===== src/rtl/decode_imm_stage_pkg.sv =====
// Shared RV32I decode definitions: opcodes, immediate-select encoding, stage states
// and the opcode classifier used by the decode stage.
package core_pkg;

  localparam logic [6:0] OPC_OP_IMM   = 7'b0010011;
  localparam logic [6:0] OPC_LOAD     = 7'b0000011;
  localparam logic [6:0] OPC_JALR     = 7'b1100111;
  localparam logic [6:0] OPC_MISC_MEM = 7'b0001111;
  localparam logic [6:0] OPC_SYSTEM   = 7'b1110011;
  localparam logic [6:0] OPC_STORE    = 7'b0100011;
  localparam logic [6:0] OPC_BRANCH   = 7'b1100011;
  localparam logic [6:0] OPC_LUI      = 7'b0110111;
  localparam logic [6:0] OPC_AUIPC    = 7'b0010111;
  localparam logic [6:0] OPC_JAL      = 7'b1101111;
  localparam logic [6:0] OPC_OP       = 7'b0110011;

  typedef enum logic [2:0] {
    IMM_NONE = 3'd0,
    IMM_I    = 3'd1,
    IMM_S    = 3'd2,
    IMM_B    = 3'd3,
    IMM_U    = 3'd4,
    IMM_J    = 3'd5
  } imm_sel_t;

  typedef struct packed {
    imm_sel_t sel;
    logic     illegal;
  } imm_dec_t;

  typedef enum logic [1:0] {
    EMPTY = 2'd0,
    BUSY  = 2'd1,
    FULL  = 2'd2
  } stage_state_t;

  // The opcode includes instr[1:0], so compressed encodings fall into the illegal default.
  function automatic imm_dec_t opcode_to_imm_sel(input logic [6:0] opcode);
    imm_dec_t dec;
    dec.sel     = IMM_NONE;
    dec.illegal = 1'b0;
    case (opcode)
      OPC_OP_IMM, OPC_LOAD, OPC_JALR, OPC_MISC_MEM, OPC_SYSTEM: dec.sel = IMM_I;
      OPC_STORE:            dec.sel = IMM_S;
      OPC_BRANCH:           dec.sel = IMM_B;
      OPC_LUI, OPC_AUIPC:   dec.sel = IMM_U;
      OPC_JAL:              dec.sel = IMM_J;
      OPC_OP:               dec.sel = IMM_NONE;
      default:              dec.illegal = 1'b1;
    endcase
    return dec;
  endfunction

endpackage


===== src/rtl/decode_imm_stage_if.sv =====
// Fetch-side and execute-side handshake bundle of the decode stage.
// The stage is the slave; the surrounding pipeline (or bench) is the master.
interface decode_imm_stage_if
  import core_pkg::*;
#(
  parameter int XLEN = 32
);
  logic            in_valid;
  logic            in_ready;
  logic [31:0]     in_instr;
  logic [XLEN-1:0] in_pc;
  logic            out_valid;
  logic            out_ready;
  logic [31:0]     out_instr;
  logic [XLEN-1:0] out_pc;
  logic [31:0]     out_imm;
  imm_sel_t        out_imm_sel;
  logic            out_illegal;

  modport master (
    output in_valid, in_instr, in_pc, out_ready,
    input  in_ready, out_valid, out_instr, out_pc, out_imm, out_imm_sel, out_illegal
  );

  modport slave (
    input  in_valid, in_instr, in_pc, out_ready,
    output in_ready, out_valid, out_instr, out_pc, out_imm, out_imm_sel, out_illegal
  );
endinterface


===== src/rtl/decode_imm_stage_immediate_gen.sv =====
// RV32I immediate generator: produces every sign-extended immediate format
// from instruction bits [31:7]; the caller selects the one it needs.
module immediate_gen (
  input  logic [31:7] instr,
  output logic [31:0] imm_i,
  output logic [31:0] imm_s,
  output logic [31:0] imm_b,
  output logic [31:0] imm_u,
  output logic [31:0] imm_j
);

  assign imm_i = {{20{instr[31]}}, instr[31:20]};
  assign imm_s = {{20{instr[31]}}, instr[31:25], instr[11:7]};
  assign imm_b = {{19{instr[31]}}, instr[31], instr[7], instr[30:25], instr[11:8], 1'b0};
  assign imm_u = {instr[31:12], 12'b0};
  assign imm_j = {{11{instr[31]}}, instr[31], instr[19:12], instr[20], instr[30:21], 1'b0};

endmodule


===== src/rtl/decode_imm_stage.sv =====
// Registered decode-front stage: 2-entry skid buffer (OUT + SKID) between fetch and
// execute, immediate decode on the OUT-load path, flush and a drain counter.
module decode_imm_stage
  import core_pkg::*;
#(
  parameter int XLEN      = 32,
  parameter int CNT_WIDTH = 32
) (
  input  logic                 clk,
  input  logic                 rst,
  input  logic                 flush,
  decode_imm_stage_if.slave    bus,
  output logic [CNT_WIDTH-1:0] decode_count
);

  stage_state_t         state_q, state_d;
  logic [31:0]          out_instr_q, out_instr_d;
  logic [XLEN-1:0]      out_pc_q, out_pc_d;
  logic [31:0]          out_imm_q, out_imm_d;
  imm_sel_t             out_sel_q, out_sel_d;
  logic                 out_illegal_q, out_illegal_d;
  logic [31:0]          skid_instr_q, skid_instr_d;
  logic [XLEN-1:0]      skid_pc_q, skid_pc_d;
  logic [CNT_WIDTH-1:0] count_q, count_d;

  logic            accept;
  logic            drain;
  logic            load_out;
  logic [31:0]     load_instr;
  logic [XLEN-1:0] load_pc;
  logic [31:0]     load_imm;
  imm_dec_t        load_dec;
  logic [31:0]     imm_i, imm_s, imm_b, imm_u, imm_j;

  assign bus.in_ready    = (state_q != FULL);
  assign bus.out_valid   = (state_q != EMPTY);
  assign bus.out_instr   = out_instr_q;
  assign bus.out_pc      = out_pc_q;
  assign bus.out_imm     = out_imm_q;
  assign bus.out_imm_sel = out_sel_q;
  assign bus.out_illegal = out_illegal_q;
  assign decode_count    = count_q;

  // A flushed cycle never takes the fetch word, even though in_ready still reflects state.
  assign accept = bus.in_valid & bus.in_ready & ~flush;
  assign drain  = bus.out_valid & bus.out_ready;

  // OUT is refilled from SKID only when FULL; otherwise straight from fetch.
  assign load_instr = (state_q == FULL) ? skid_instr_q : bus.in_instr;
  assign load_pc    = (state_q == FULL) ? skid_pc_q    : bus.in_pc;
  assign load_dec   = opcode_to_imm_sel(load_instr[6:0]);

  immediate_gen u_immediate_gen (
    .instr (load_instr[31:7]),
    .imm_i (imm_i),
    .imm_s (imm_s),
    .imm_b (imm_b),
    .imm_u (imm_u),
    .imm_j (imm_j)
  );

  always_comb begin
    // NOTE: every combinational output gets a default first, so no path can infer a latch.
    load_imm = '0;
    case (load_dec.sel)
      IMM_I:   load_imm = imm_i;
      IMM_S:   load_imm = imm_s;
      IMM_B:   load_imm = imm_b;
      IMM_U:   load_imm = imm_u;
      IMM_J:   load_imm = imm_j;
      default: load_imm = '0;
    endcase
  end

  always_comb begin
    state_d      = state_q;
    load_out     = 1'b0;
    skid_instr_d = skid_instr_q;
    skid_pc_d    = skid_pc_q;

    case (state_q)
      EMPTY: begin
        if (accept) begin
          load_out = 1'b1;
          state_d  = BUSY;
        end
      end
      BUSY: begin
        if (accept && drain) begin
          load_out = 1'b1;
        end else if (accept) begin
          skid_instr_d = bus.in_instr;
          skid_pc_d    = bus.in_pc;
          state_d      = FULL;
        end else if (drain) begin
          state_d = EMPTY;
        end
      end
      FULL: begin
        if (drain) begin
          load_out = 1'b1;
          state_d  = BUSY;
        end
      end
      default: state_d = EMPTY;
    endcase

    if (flush) begin
      state_d = EMPTY;
    end

    out_instr_d   = load_out ? load_instr       : out_instr_q;
    out_pc_d      = load_out ? load_pc          : out_pc_q;
    out_imm_d     = load_out ? load_imm         : out_imm_q;
    out_sel_d     = load_out ? load_dec.sel     : out_sel_q;
    out_illegal_d = load_out ? load_dec.illegal : out_illegal_q;

    // Drains count even in a flush cycle; the counter wraps naturally.
    count_d = drain ? count_q + CNT_WIDTH'(1) : count_q;
  end

  // NOTE: sequential state uses non-blocking assignments only, so every flop samples pre-edge values.
  always_ff @(posedge clk or posedge rst) begin
    if (rst) begin
      state_q       <= EMPTY;
      out_instr_q   <= '0;
      out_pc_q      <= '0;
      out_imm_q     <= '0;
      out_sel_q     <= IMM_NONE;
      out_illegal_q <= 1'b0;
      skid_instr_q  <= '0;
      skid_pc_q     <= '0;
      count_q       <= '0;
    end else begin
      state_q       <= state_d;
      out_instr_q   <= out_instr_d;
      out_pc_q      <= out_pc_d;
      out_imm_q     <= out_imm_d;
      out_sel_q     <= out_sel_d;
      out_illegal_q <= out_illegal_d;
      skid_instr_q  <= skid_instr_d;
      skid_pc_q     <= skid_pc_d;
      count_q       <= count_d;
    end
  end

endmodule


===== src/flat_wrapper.sv =====
// flat-port wrapper written by rule: the top's interface ports become plain ports
module decode_imm_stage_flat import core_pkg::*;
#(
  parameter int XLEN      = 32,
  parameter int CNT_WIDTH = 32
)
  (clk, rst, flush, decode_count, bus_in_valid, bus_in_instr, bus_in_pc, bus_out_ready, bus_in_ready, bus_out_valid, bus_out_instr, bus_out_pc, bus_out_imm, bus_out_imm_sel, bus_out_illegal);
  decode_imm_stage_if #(.XLEN(XLEN)) bus_i ();
  input  logic clk;
  input  logic rst;
  input  logic flush;
  output logic [CNT_WIDTH-1:0] decode_count;
  input wire logic [$bits(bus_i.in_valid)-1:0] bus_in_valid;
  input wire logic [$bits(bus_i.in_instr)-1:0] bus_in_instr;
  input wire logic [$bits(bus_i.in_pc)-1:0] bus_in_pc;
  input wire logic [$bits(bus_i.out_ready)-1:0] bus_out_ready;
  output wire logic [$bits(bus_i.in_ready)-1:0] bus_in_ready;
  output wire logic [$bits(bus_i.out_valid)-1:0] bus_out_valid;
  output wire logic [$bits(bus_i.out_instr)-1:0] bus_out_instr;
  output wire logic [$bits(bus_i.out_pc)-1:0] bus_out_pc;
  output wire logic [$bits(bus_i.out_imm)-1:0] bus_out_imm;
  output wire logic [$bits(bus_i.out_imm_sel)-1:0] bus_out_imm_sel;
  output wire logic [$bits(bus_i.out_illegal)-1:0] bus_out_illegal;
  assign bus_i.in_valid = bus_in_valid;
  assign bus_i.in_instr = bus_in_instr;
  assign bus_i.in_pc = bus_in_pc;
  assign bus_i.out_ready = bus_out_ready;
  assign bus_in_ready = bus_i.in_ready;
  assign bus_out_valid = bus_i.out_valid;
  assign bus_out_instr = bus_i.out_instr;
  assign bus_out_pc = bus_i.out_pc;
  assign bus_out_imm = bus_i.out_imm;
  assign bus_out_imm_sel = bus_i.out_imm_sel;
  assign bus_out_illegal = bus_i.out_illegal;
  decode_imm_stage #(.XLEN(XLEN), .CNT_WIDTH(CNT_WIDTH)) u_core (.clk(clk), .rst(rst), .flush(flush), .bus(bus_i), .decode_count(decode_count));
endmodule

===== config.mk =====
export PLATFORM = sky130hd
export DESIGN_NAME = decode_imm_stage_flat
export DESIGN_NICKNAME = d
export VERILOG_FILES = /design/src/rtl/decode_imm_stage_pkg.sv /design/src/rtl/decode_imm_stage_if.sv /design/src/rtl/decode_imm_stage_immediate_gen.sv /design/src/rtl/decode_imm_stage.sv /design/src/flat_wrapper.sv
export SDC_FILE = /design/constraint.sdc
export NUM_CORES = 1
export LEC_CHECK = 0
export ABC_AREA = 1
export CAP_MARGIN = 20
export CELL_PAD_IN_SITES_DETAIL_PLACEMENT = 1
export CELL_PAD_IN_SITES_GLOBAL_PLACEMENT = 2
export CORE_MARGIN = 2
export CORE_UTILIZATION = 32
export CTS_BUF_LIST = sky130_fd_sc_hd__clkbuf_16
export DETAILED_ROUTE_END_ITERATION = 10
export HOLD_SLACK_MARGIN = 0.15
export PLACE_DENSITY = 0.95
export SYNTH_ARGS = -nofsm -noshare
export SYNTH_HDL_FRONTEND = slang
export SYNTH_SLANG_ARGS = --single-unit

===== constraint.sdc =====
create_clock -name clk -period 17.8 [get_ports clk]
set_input_delay 3.56 -clock clk [delete_from_list [all_inputs] [get_ports clk]]
set_output_delay 3.56 -clock clk [all_outputs]
set_load 0.1 [all_outputs]

==> results of run 1 <==
-- flip-flops by register name, summed over array words and instances, names as in the netlist --
signal                  cells
u_core.bus.out_illegal      1
u_core.bus.out_imm         32
u_core.bus.out_imm_sel      3
u_core.bus.out_instr       32
u_core.bus.out_pc          32
u_core.decode_count        32
u_core.skid_instr_q        32
u_core.skid_pc_q           32
u_core.state_q              2
-- logic make-up after synthesis --
| logic type | count (synthesis) | synth area share |
|---|---|---|
| simple gates | 604 | 0.265 |
| flops | 198 | 0.527 |
| buf+inv | 144 | 0.0658 |
| compound gates | 127 | 0.0736 |
| mux | 34 | 0.0407 |
| xor+xnor | 28 | 0.0261 |
| fa+ha+maj | 1 | 0.00133 |
-- power by group through the flow --
stage          clock [mW]  sequential, mW  combinational (mW)
2_1_floorplan           0            1.06               0.169
4_1_cts             0.393           0.658               0.778
6_report            0.384           0.657               0.772
3_3_place_gp            0           0.659               0.762
5_1_grt             0.412           0.674               0.810
3_5_place_dp            0           0.665               0.777
-- cell usage in the layout (no fill, tap or decap), types with 3 or more instances in the layout --
| cell | count |
|---|---|
| sky130_fd_sc_hd__nor2_1 | 91 |
| sky130_fd_sc_hd__nand3b_1 | 3 |
| sky130_fd_sc_hd__o21ai_1 | 28 |
| sky130_fd_sc_hd__xor2_1 | 19 |
| sky130_fd_sc_hd__nor2_2 | 4 |
| sky130_fd_sc_hd__inv_2 | 5 |
| sky130_fd_sc_hd__xnor2_1 | 9 |
| sky130_fd_sc_hd__nor3_1 | 5 |
| sky130_fd_sc_hd__a31oi_1 | 33 |
| sky130_fd_sc_hd__nand2_2 | 6 |
| sky130_fd_sc_hd__inv_1 | 83 |
| sky130_fd_sc_hd__mux2_2 | 34 |
| sky130_fd_sc_hd__nand4_1 | 18 |
| sky130_fd_sc_hd__dfrtp_1 | 198 |
| sky130_fd_sc_hd__clkbuf_16 | 17 |
| sky130_fd_sc_hd__inv_8 | 6 |
| sky130_fd_sc_hd__clkdlybuf4s50_1 | 202 |
| sky130_fd_sc_hd__nand2_1 | 418 |
| sky130_fd_sc_hd__clkinv_4 | 3 |
| sky130_fd_sc_hd__diode_2 | 3 |
| sky130_fd_sc_hd__o21ai_0 | 61 |
| sky130_fd_sc_hd__buf_4 | 8 |
| sky130_fd_sc_hd__nand3_1 | 48 |
| sky130_fd_sc_hd__nor2_4 | 3 |
| sky130_fd_sc_hd__inv_6 | 3 |
-- area by class of cell --
type | instances | share of cell area
Inverter | 87 | 0.0272
Timing Repair Buffer | 210 | 0.170
Antenna cell | 3 | 0.000612
Clock inverter | 15 | 0.0114
Sequential cell | 198 | 0.404
Multi-Input combinational cell | 794 | 0.314
Tap cell | 384 | 0.0391
Clock buffer | 17 | 0.0347
-- stage by stage --
step | area [sq um] | util
2_1_floorplan | 9400 | -
4_1_cts | 12300 | 0.426
3_3_place_gp | 11700 | 0.407
6_report | 12300 | 0.426
5_1_grt | 12300 | 0.426
3_5_place_dp | 11700 | 0.407
-- critical path, cell delays in order, from the launching register on --
cell and delay (ps):
sky130_fd_sc_hd__dfrtp_1 600, sky130_fd_sc_hd__nor2_1 180, sky130_fd_sc_hd__inv_1 100, sky130_fd_sc_hd__clkdlybuf4s50_1 1200
-- routing by layer --
metal,GRT usage,vias to the layer above,part of all wire
met4,0.0434,2,0.015
met1,0.255,3977,0.46
li1,-,3953,-
met3,0.0463,30,0.060
met5,0,-,0.00039
met2,0.304,201,0.47
-- worst max-delay path by stage --
stage                       from                   endpoint  slack (ps)
2_1_floorplan                rst     u_core.bus.out_illegal        8840
3_3_place_gp               flush  u_core.bus.out_imm_sel[2]       11750
3_5_place_dp               flush    u_core.bus.out_instr[0]       11670
4_1_cts        u_core.state_q[1]              bus_out_valid       11700
5_1_grt        u_core.state_q[1]              bus_out_valid       11630
6_report       u_core.state_q[1]              bus_out_valid       11720
==> impl_metrics.xml, run 1 <==
<?xml version="1.0" encoding="UTF-8"?>
<metrics>
  <group name="status">
    <metric name="run_status" unit="">finished, final reports clean</metric>
  </group>
  <group name="drt">
    <metric name="vias" unit="">8163</metric>
    <metric name="wire_per_inst" unit="um">16.7</metric>
    <metric name="ant_nets" unit="">0</metric>
    <metric name="dr_vias_cell" unit="">4.78</metric>
    <metric name="detailedRoute.firstIterationViolations" unit="">379</metric>
    <metric name="postRouteWirelength" unit="um">28500</metric>
    <metric name="drt_drc_violations_left" unit="">0</metric>
    <metric name="number_of_detailed_route_iterations_in_the_first_pass" unit="">4</metric>
  </group>
  <group name="cells_and_area">
    <metric name="fillCellCount" unit="">3401</metric>
    <metric name="flow.area_growth_from_synthesis" unit="%">30.6</metric>
    <metric name="drive_gt1_frac" unit="">0.0765</metric>
    <metric name="register_area" unit="sq um">4950</metric>
    <metric name="multiInputGateArea" unit="sq um">3850</metric>
    <metric name="fin_nets" unit="">1378</metric>
    <metric name="instances_no_fill" unit="">1708</metric>
  </group>
  <group name="pwr">
    <metric name="p_int" unit="mW">0.948</metric>
    <metric name="p_sw_frac" unit="">0.477</metric>
    <metric name="clock_power_share" unit="">0.212</metric>
    <metric name="vdd_drop_max" unit="uV">159</metric>
    <metric name="finalPower" unit="mW">1.81</metric>
    <metric name="power_density" unit="nW/um^2">148</metric>
    <metric name="seq_power_share" unit="">0.362</metric>
    <metric name="pwr-share-comb" unit="">0.426</metric>
    <metric name="p_leak" unit="nW">5.96</metric>
    <metric name="power.switching" unit="mW">0.864</metric>
  </group>
  <group name="clock_network">
    <metric name="cts_max_level" unit="">4</metric>
    <metric name="cts_max_path_buffers" unit="">2</metric>
    <metric name="clk_pin_slew" unit="ps">80</metric>
    <metric name="tritoncts_num_sinks" unit="">198</metric>
    <metric name="post-cts-setup-buffers" unit="">0</metric>
    <metric name="tritoncts_clock_tree" unit="">built</metric>
    <metric name="post_cts.resized_instances" unit="">0</metric>
    <metric name="clk_root_buffer_cell" unit="">sky130_fd_sc_hd__clkbuf_16</metric>
    <metric name="clock_latency" unit="ps">440</metric>
    <metric name="numCtsBuffers" unit="">17</metric>
    <metric name="postCtsHoldBufs" unit="">0</metric>
  </group>
  <group name="sta">
    <metric name="timing.final.crit_period" unit="ps">6080</metric>
    <metric name="grt_setup_unrepaired" unit="">no</metric>
    <metric name="finalSetupViolCount" unit="">0</metric>
    <metric name="final.setup_skew" unit="ps">14.5</metric>
    <metric name="period_share" unit="">0.342</metric>
    <metric name="finalMaxSlewViolations" unit="">0</metric>
    <metric name="timing.slew.headroom" unit="">0.291</metric>
    <metric name="postLayoutSetupSlackWorst" unit="ps">11720</metric>
    <metric name="timing_hold_violations_final" unit="">0</metric>
    <metric name="total_neg_setup_slack" unit="ps">0</metric>
    <metric name="hold_slack" unit="ps">474</metric>
    <metric name="clock.fmax" unit="MHz">164</metric>
    <metric name="tightest_slew" unit="ps">1060</metric>
  </group>
  <group name="floorplan">
    <metric name="start_util" unit="">0.326</metric>
    <metric name="die_y" unit="um">175</metric>
    <metric name="fp.dieW" unit="um">175</metric>
    <metric name="io_pins" unit="">203</metric>
    <metric name="die-area" unit="sq um">30800</metric>
    <metric name="fp-row-count" unit="">62</metric>
    <metric name="design.core.area" unit="sq um">28800</metric>
  </group>
  <group name="worst_hold_path">
    <metric name="min_to" unit="">u_core.decode_count[31]</metric>
    <metric name="hold_depth" unit="">1</metric>
    <metric name="hold_start" unit="">u_core.decode_count[31]</metric>
    <metric name="worstHoldPathType" unit="">reg2reg</metric>
  </group>
  <group name="placement">
    <metric name="post_place_cells" unit="">1673</metric>
    <metric name="detailed_place_hpwl" unit="um">20000</metric>
    <metric name="place_congestion" unit="">0.821</metric>
    <metric name="detailedPlace.worstSlack" unit="ps">11670</metric>
    <metric name="portBuffers" unit="">202</metric>
  </group>
  <group name="setup_path">
    <metric name="rrSetupSlack" unit="ps">14420</metric>
    <metric name="setup.worst_path.class" unit="">reg2out</metric>
    <metric name="setup.worst_path.start_class" unit="">flop</metric>
    <metric name="regToRegEndpoint" unit="">u_core.bus.out_instr[21]</metric>
    <metric name="worstPathMaxFanout" unit="">13</metric>
    <metric name="cp_data_arrival_time" unit="ps">2520</metric>
    <metric name="timing.critical_path.required" unit="ps">14240</metric>
    <metric name="timing.critical_path.to_type" unit="">primary output</metric>
    <metric name="reg2reg_from" unit="">u_core.state_q[0]</metric>
    <metric name="worst_reg2reg_path_depth" unit="">10</metric>
  </group>
  <group name="yosys">
    <metric name="postSynthAreaPerCell" unit="sq um">8.27</metric>
    <metric name="synth_area_leader_cell" unit="">sky130_fd_sc_hd__dfrtp_1</metric>
    <metric name="synth.top_cells.by_area" unit="">sky130_fd_sc_hd__dfrtp_1 (53%), sky130_fd_sc_hd__nand2_1 (17%), sky130_fd_sc_hd__mux2_2 (4.1%), sky130_fd_sc_hd__nor2_1 (3.6%), sky130_fd_sc_hd__inv_1 (3.3%)</metric>
    <metric name="post_synth_most_frequent_cells" unit="">sky130_fd_sc_hd__nand2_1 (418), sky130_fd_sc_hd__dfrtp_1 (198), sky130_fd_sc_hd__nor2_1 (91)</metric>
    <metric name="mappedNetlistNets" unit="">1206</metric>
    <metric name="synthesized_instance_count" unit="">1136</metric>
    <metric name="netlist-cell-type-count" unit="">33</metric>
    <metric name="post_synthesis_sequential_area_ratio" unit="">0.527</metric>
    <metric name="synth.most_common_cell" unit="">sky130_fd_sc_hd__nand2_1</metric>
    <metric name="synthesis.yosys.warnings" unit="">0</metric>
    <metric name="synth-edff-count" unit="">0</metric>
    <metric name="synth_area" unit="sq um">9400</metric>
    <metric name="ys_seq_elements" unit="">198</metric>
    <metric name="ys.flop_type" unit="">sky130_fd_sc_hd__dfrtp_1</metric>
    <metric name="synth_largest_type_area_fraction" unit="">0.527</metric>
    <metric name="synthArstFlopShare" unit="">1.00</metric>
  </group>
  <group name="grt">
    <metric name="gr_util_all_layers" unit="">0.188</metric>
    <metric name="antenna_violations_before_repair" unit="">4</metric>
    <metric name="grt_pass1_wl" unit="um">45900</metric>
    <metric name="pin_count_of_the_biggest_net_entering_global_routing" unit="">131</metric>
    <metric name="grt_pass1_vias" unit="">8483</metric>
    <metric name="overflow" unit="">0</metric>
  </group>
  <group name="run">
    <metric name="drv_cap" unit="">0</metric>
  </group>
</metrics>
Power figures use the tool's default switching activity.
==> run 2: changes to the inputs <==
--- a/config.mk
+++ b/config.mk
@@ -10,11 +10,11 @@
 export CELL_PAD_IN_SITES_DETAIL_PLACEMENT = 1
 export CELL_PAD_IN_SITES_GLOBAL_PLACEMENT = 2
 export CORE_MARGIN = 2
-export CORE_UTILIZATION = 32
+export CORE_UTILIZATION = 30
 export CTS_BUF_LIST = sky130_fd_sc_hd__clkbuf_16
 export DETAILED_ROUTE_END_ITERATION = 10
 export HOLD_SLACK_MARGIN = 0.15
-export PLACE_DENSITY = 0.95
+export PLACE_DENSITY = 0.92
 export SYNTH_ARGS = -nofsm -noshare
 export SYNTH_HDL_FRONTEND = slang
 export SYNTH_SLANG_ARGS = --single-unit
==> constraint.sdc (replaced) <==
create_clock -name clk -period 6.25 [get_ports clk]
set_input_delay 1.25 -clock clk [delete_from_list [all_inputs] [get_ports clk]]
set_output_delay 1.25 -clock clk [all_outputs]
set_load 0.1 [all_outputs]
==> run 2 against run 1 <==
  * Sequential share of layout area shrank 0.095 points
  * First-iteration DRC count up 13%
  * Sequential power rose to 2.8 times the previous value
  * Clock power rose to 2.9 times the previous value
  * Wire length barely moved
  * Critical path type unchanged
==> impl_metrics.xml, run 2 (synthesized netlist as in run 1, its figures left out) <==
<?xml version="1.0" encoding="UTF-8"?>
<metrics>
  <group name="status">
    <metric name="run_status" unit="">finished, final reports clean</metric>
  </group>
  <group name="cells_and_area">
    <metric name="postLayoutCellArea" unit="sq um">12300</metric>
    <metric name="fin_nets" unit="">1379</metric>
    <metric name="fillCellCount" unit="">3657</metric>
    <metric name="register_area" unit="sq um">4950</metric>
    <metric name="drive_gt1_frac" unit="">0.0750</metric>
    <metric name="multiInputGateArea" unit="sq um">3850</metric>
    <metric name="flow.area_growth_from_synthesis" unit="%">30.9</metric>
    <metric name="most-common-layout-cells" unit="">sky130_fd_sc_hd__nand2_1 (418), sky130_fd_sc_hd__clkdlybuf4s50_1 (202), sky130_fd_sc_hd__dfrtp_1 (198)</metric>
    <metric name="layout.cells.most_common" unit="">sky130_fd_sc_hd__nand2_1</metric>
  </group>
  <group name="sta">
    <metric name="finalMaxSlewViolations" unit="">0</metric>
    <metric name="postLayoutSetupSlackWorst" unit="ps">2250</metric>
    <metric name="final.setup_skew" unit="ps">12.4</metric>
    <metric name="grt_setup_unrepaired" unit="">no</metric>
    <metric name="tightest_slew" unit="ps">1030</metric>
    <metric name="timing_hold_violations_final" unit="">0</metric>
    <metric name="total_neg_setup_slack" unit="ps">0</metric>
    <metric name="timing.slew.headroom" unit="">0.313</metric>
    <metric name="clock.fmax" unit="MHz">250</metric>
    <metric name="period_share" unit="">0.640</metric>
    <metric name="timing.final.crit_period" unit="ps">4000</metric>
    <metric name="finalSetupViolCount" unit="">0</metric>
  </group>
  <group name="drt">
    <metric name="detailedRoute.firstIterationViolations" unit="">428</metric>
    <metric name="number_of_detailed_route_iterations_in_the_first_pass" unit="">5</metric>
    <metric name="drt_drc_violations_left" unit="">0</metric>
    <metric name="vias" unit="">8132</metric>
    <metric name="dr_vias_cell" unit="">4.73</metric>
    <metric name="postRouteWirelength" unit="um">28500</metric>
    <metric name="ant_nets" unit="">0</metric>
    <metric name="wire_per_inst" unit="um">16.6</metric>
  </group>
  <group name="clock_network">
    <metric name="tritoncts_num_sinks" unit="">198</metric>
    <metric name="post_cts.resized_instances" unit="">0</metric>
    <metric name="postCtsHoldBufs" unit="">0</metric>
    <metric name="clk_root_buffer_cell" unit="">sky130_fd_sc_hd__clkbuf_16</metric>
    <metric name="post-cts-setup-buffers" unit="">0</metric>
    <metric name="clock_latency" unit="ps">440</metric>
    <metric name="numCtsBuffers" unit="">17</metric>
    <metric name="clk_pin_slew" unit="ps">70</metric>
    <metric name="tritoncts_clock_tree" unit="">built</metric>
    <metric name="cts_max_path_buffers" unit="">2</metric>
    <metric name="cts_max_level" unit="">4</metric>
  </group>
  <group name="placement">
    <metric name="portBuffers" unit="">202</metric>
    <metric name="place_congestion" unit="">0.795</metric>
    <metric name="detailed_place_hpwl" unit="um">20000</metric>
    <metric name="detailed_place.area" unit="sq um">11700</metric>
    <metric name="detailedPlace.worstSlack" unit="ps">2220</metric>
  </group>
  <group name="setup_path">
    <metric name="worstPathBufferInverterCount" unit="">2</metric>
    <metric name="setup.worst_path.start_class" unit="">flop</metric>
    <metric name="cp_cell_sequence" unit="">inv_2, nand2_2, clkdlybuf4s50_1</metric>
    <metric name="setup.worst_path.start" unit="">u_core.state_q[0]</metric>
    <metric name="regToRegEndpoint" unit="">u_core.bus.out_imm[22]</metric>
    <metric name="cp_data_arrival_time" unit="ps">2750</metric>
    <metric name="setup.worst_path.class" unit="">reg2out</metric>
    <metric name="timing.critical_path.to_type" unit="">primary output</metric>
    <metric name="cell_with_the_biggest_individual_delay_on_the_critical_path" unit="">sky130_fd_sc_hd__clkdlybuf4s50_1</metric>
    <metric name="cp.depth" unit="">3</metric>
    <metric name="critPathMaxStageDelay" unit="ps">1220</metric>
    <metric name="worst_reg2reg_path_depth" unit="">14</metric>
    <metric name="timing.critical_path.required" unit="ps">5000</metric>
    <metric name="rrSetupSlack" unit="ps">2600</metric>
    <metric name="worstPathMaxFanout" unit="">20</metric>
    <metric name="timing.critical_path.max_delay_family" unit="">buffers and inverters</metric>
    <metric name="reg2reg_from" unit="">u_core.state_q[1]</metric>
  </group>
  <group name="worst_hold_path">
    <metric name="worstHoldPathType" unit="">reg2reg</metric>
    <metric name="min_to" unit="">u_core.decode_count[31]</metric>
    <metric name="hold_depth" unit="">1</metric>
    <metric name="hold_start" unit="">u_core.decode_count[31]</metric>
  </group>
  <group name="pwr">
    <metric name="finalPower" unit="mW">5.16</metric>
    <metric name="vdd_drop_max" unit="uV">325</metric>
    <metric name="power_density" unit="nW/um^2">419</metric>
    <metric name="p_leak" unit="nW">5.96</metric>
  </group>
  <group name="floorplan">
    <metric name="fp-row-count" unit="">64</metric>
    <metric name="design.core.area" unit="sq um">30700</metric>
    <metric name="start_util" unit="">0.306</metric>
    <metric name="die_y" unit="um">181</metric>
    <metric name="die-area" unit="sq um">32800</metric>
    <metric name="io_pins" unit="">203</metric>
    <metric name="fp.dieW" unit="um">181</metric>
  </group>
  <group name="grt">
    <metric name="grt_pass1_vias" unit="">8612</metric>
    <metric name="gr_util_all_layers" unit="">0.180</metric>
    <metric name="overflow" unit="">0</metric>
    <metric name="pin_count_of_the_biggest_net_entering_global_routing" unit="">135</metric>
    <metric name="grt_pass1_wl" unit="um">47000</metric>
    <metric name="antenna_violations_before_repair" unit="">6</metric>
  </group>
  <group name="run">
    <metric name="drv_cap" unit="">0</metric>
  </group>
</metrics>
-- run 2: worst max path at each step --
stage               slack [ps]                       end
global route              2110              bus_in_ready
CTS                       2180              bus_in_ready
detailed placement        2220  u_core.bus.out_instr[21]
floorplan                 2440    u_core.bus.out_illegal
global placement          2290   u_core.bus.out_instr[1]
finish                    2250              bus_in_ready
-- run 2: final cells by class --
class	instances	share of cell area
sequential	198	0.403
inverter	87	0.0269
timing repair buffer	211	0.171
multi-input combinational	794	0.313
tap	396	0.0403
clock buffer	17	0.0346
antenna	4	0.000814
clock inverter	13	0.0110
-- run 2: metrics by stage --
| stage | util | hold slack [ps] | instances |
|---|---|---|---|
| after floorplan | - | 450 | 1136 |
| after global placement | 0.382 | 461 | 1686 |
| after detailed placement | 0.382 | 459 | 1686 |
| after CTS | 0.400 | 480 | 1716 |
| after global routing | 0.400 | 504 | 1716 |
| final | 0.400 | 474 | 1720 |
-- run 2: report_power, final --
part / switching, mW / total [mW] / leakage [nW] / internal, mW
logic: 1.66 / 2.19 / 3.19 / 0.537
clock network: 0.513 / 1.10 / 0.276 / 0.585
registers: 0.234 / 1.87 / 2.49 / 1.63
total: 2.40 / 5.16 / 5.96 / 2.76
-- run 2: worst reg2reg max path: cells and delay by family, from the launching register on --
kind / cells / cell delay [ps]
compound gates: 1 / 300
simple gates: 10 / 1640
flops: 1 / 620
buf+inv: 3 / 1030
-- run 2: layer usage --
layer,up-vias,routed length [um],track usage,share of wire
met4,4,375,0.0481,0.013
met1,3973,12800,0.231,0.45
met2,175,13700,0.301,0.48
met5,-,25,0,0.00088
li1,3953,-,-,-
met3,27,1640,0.0474,0.057
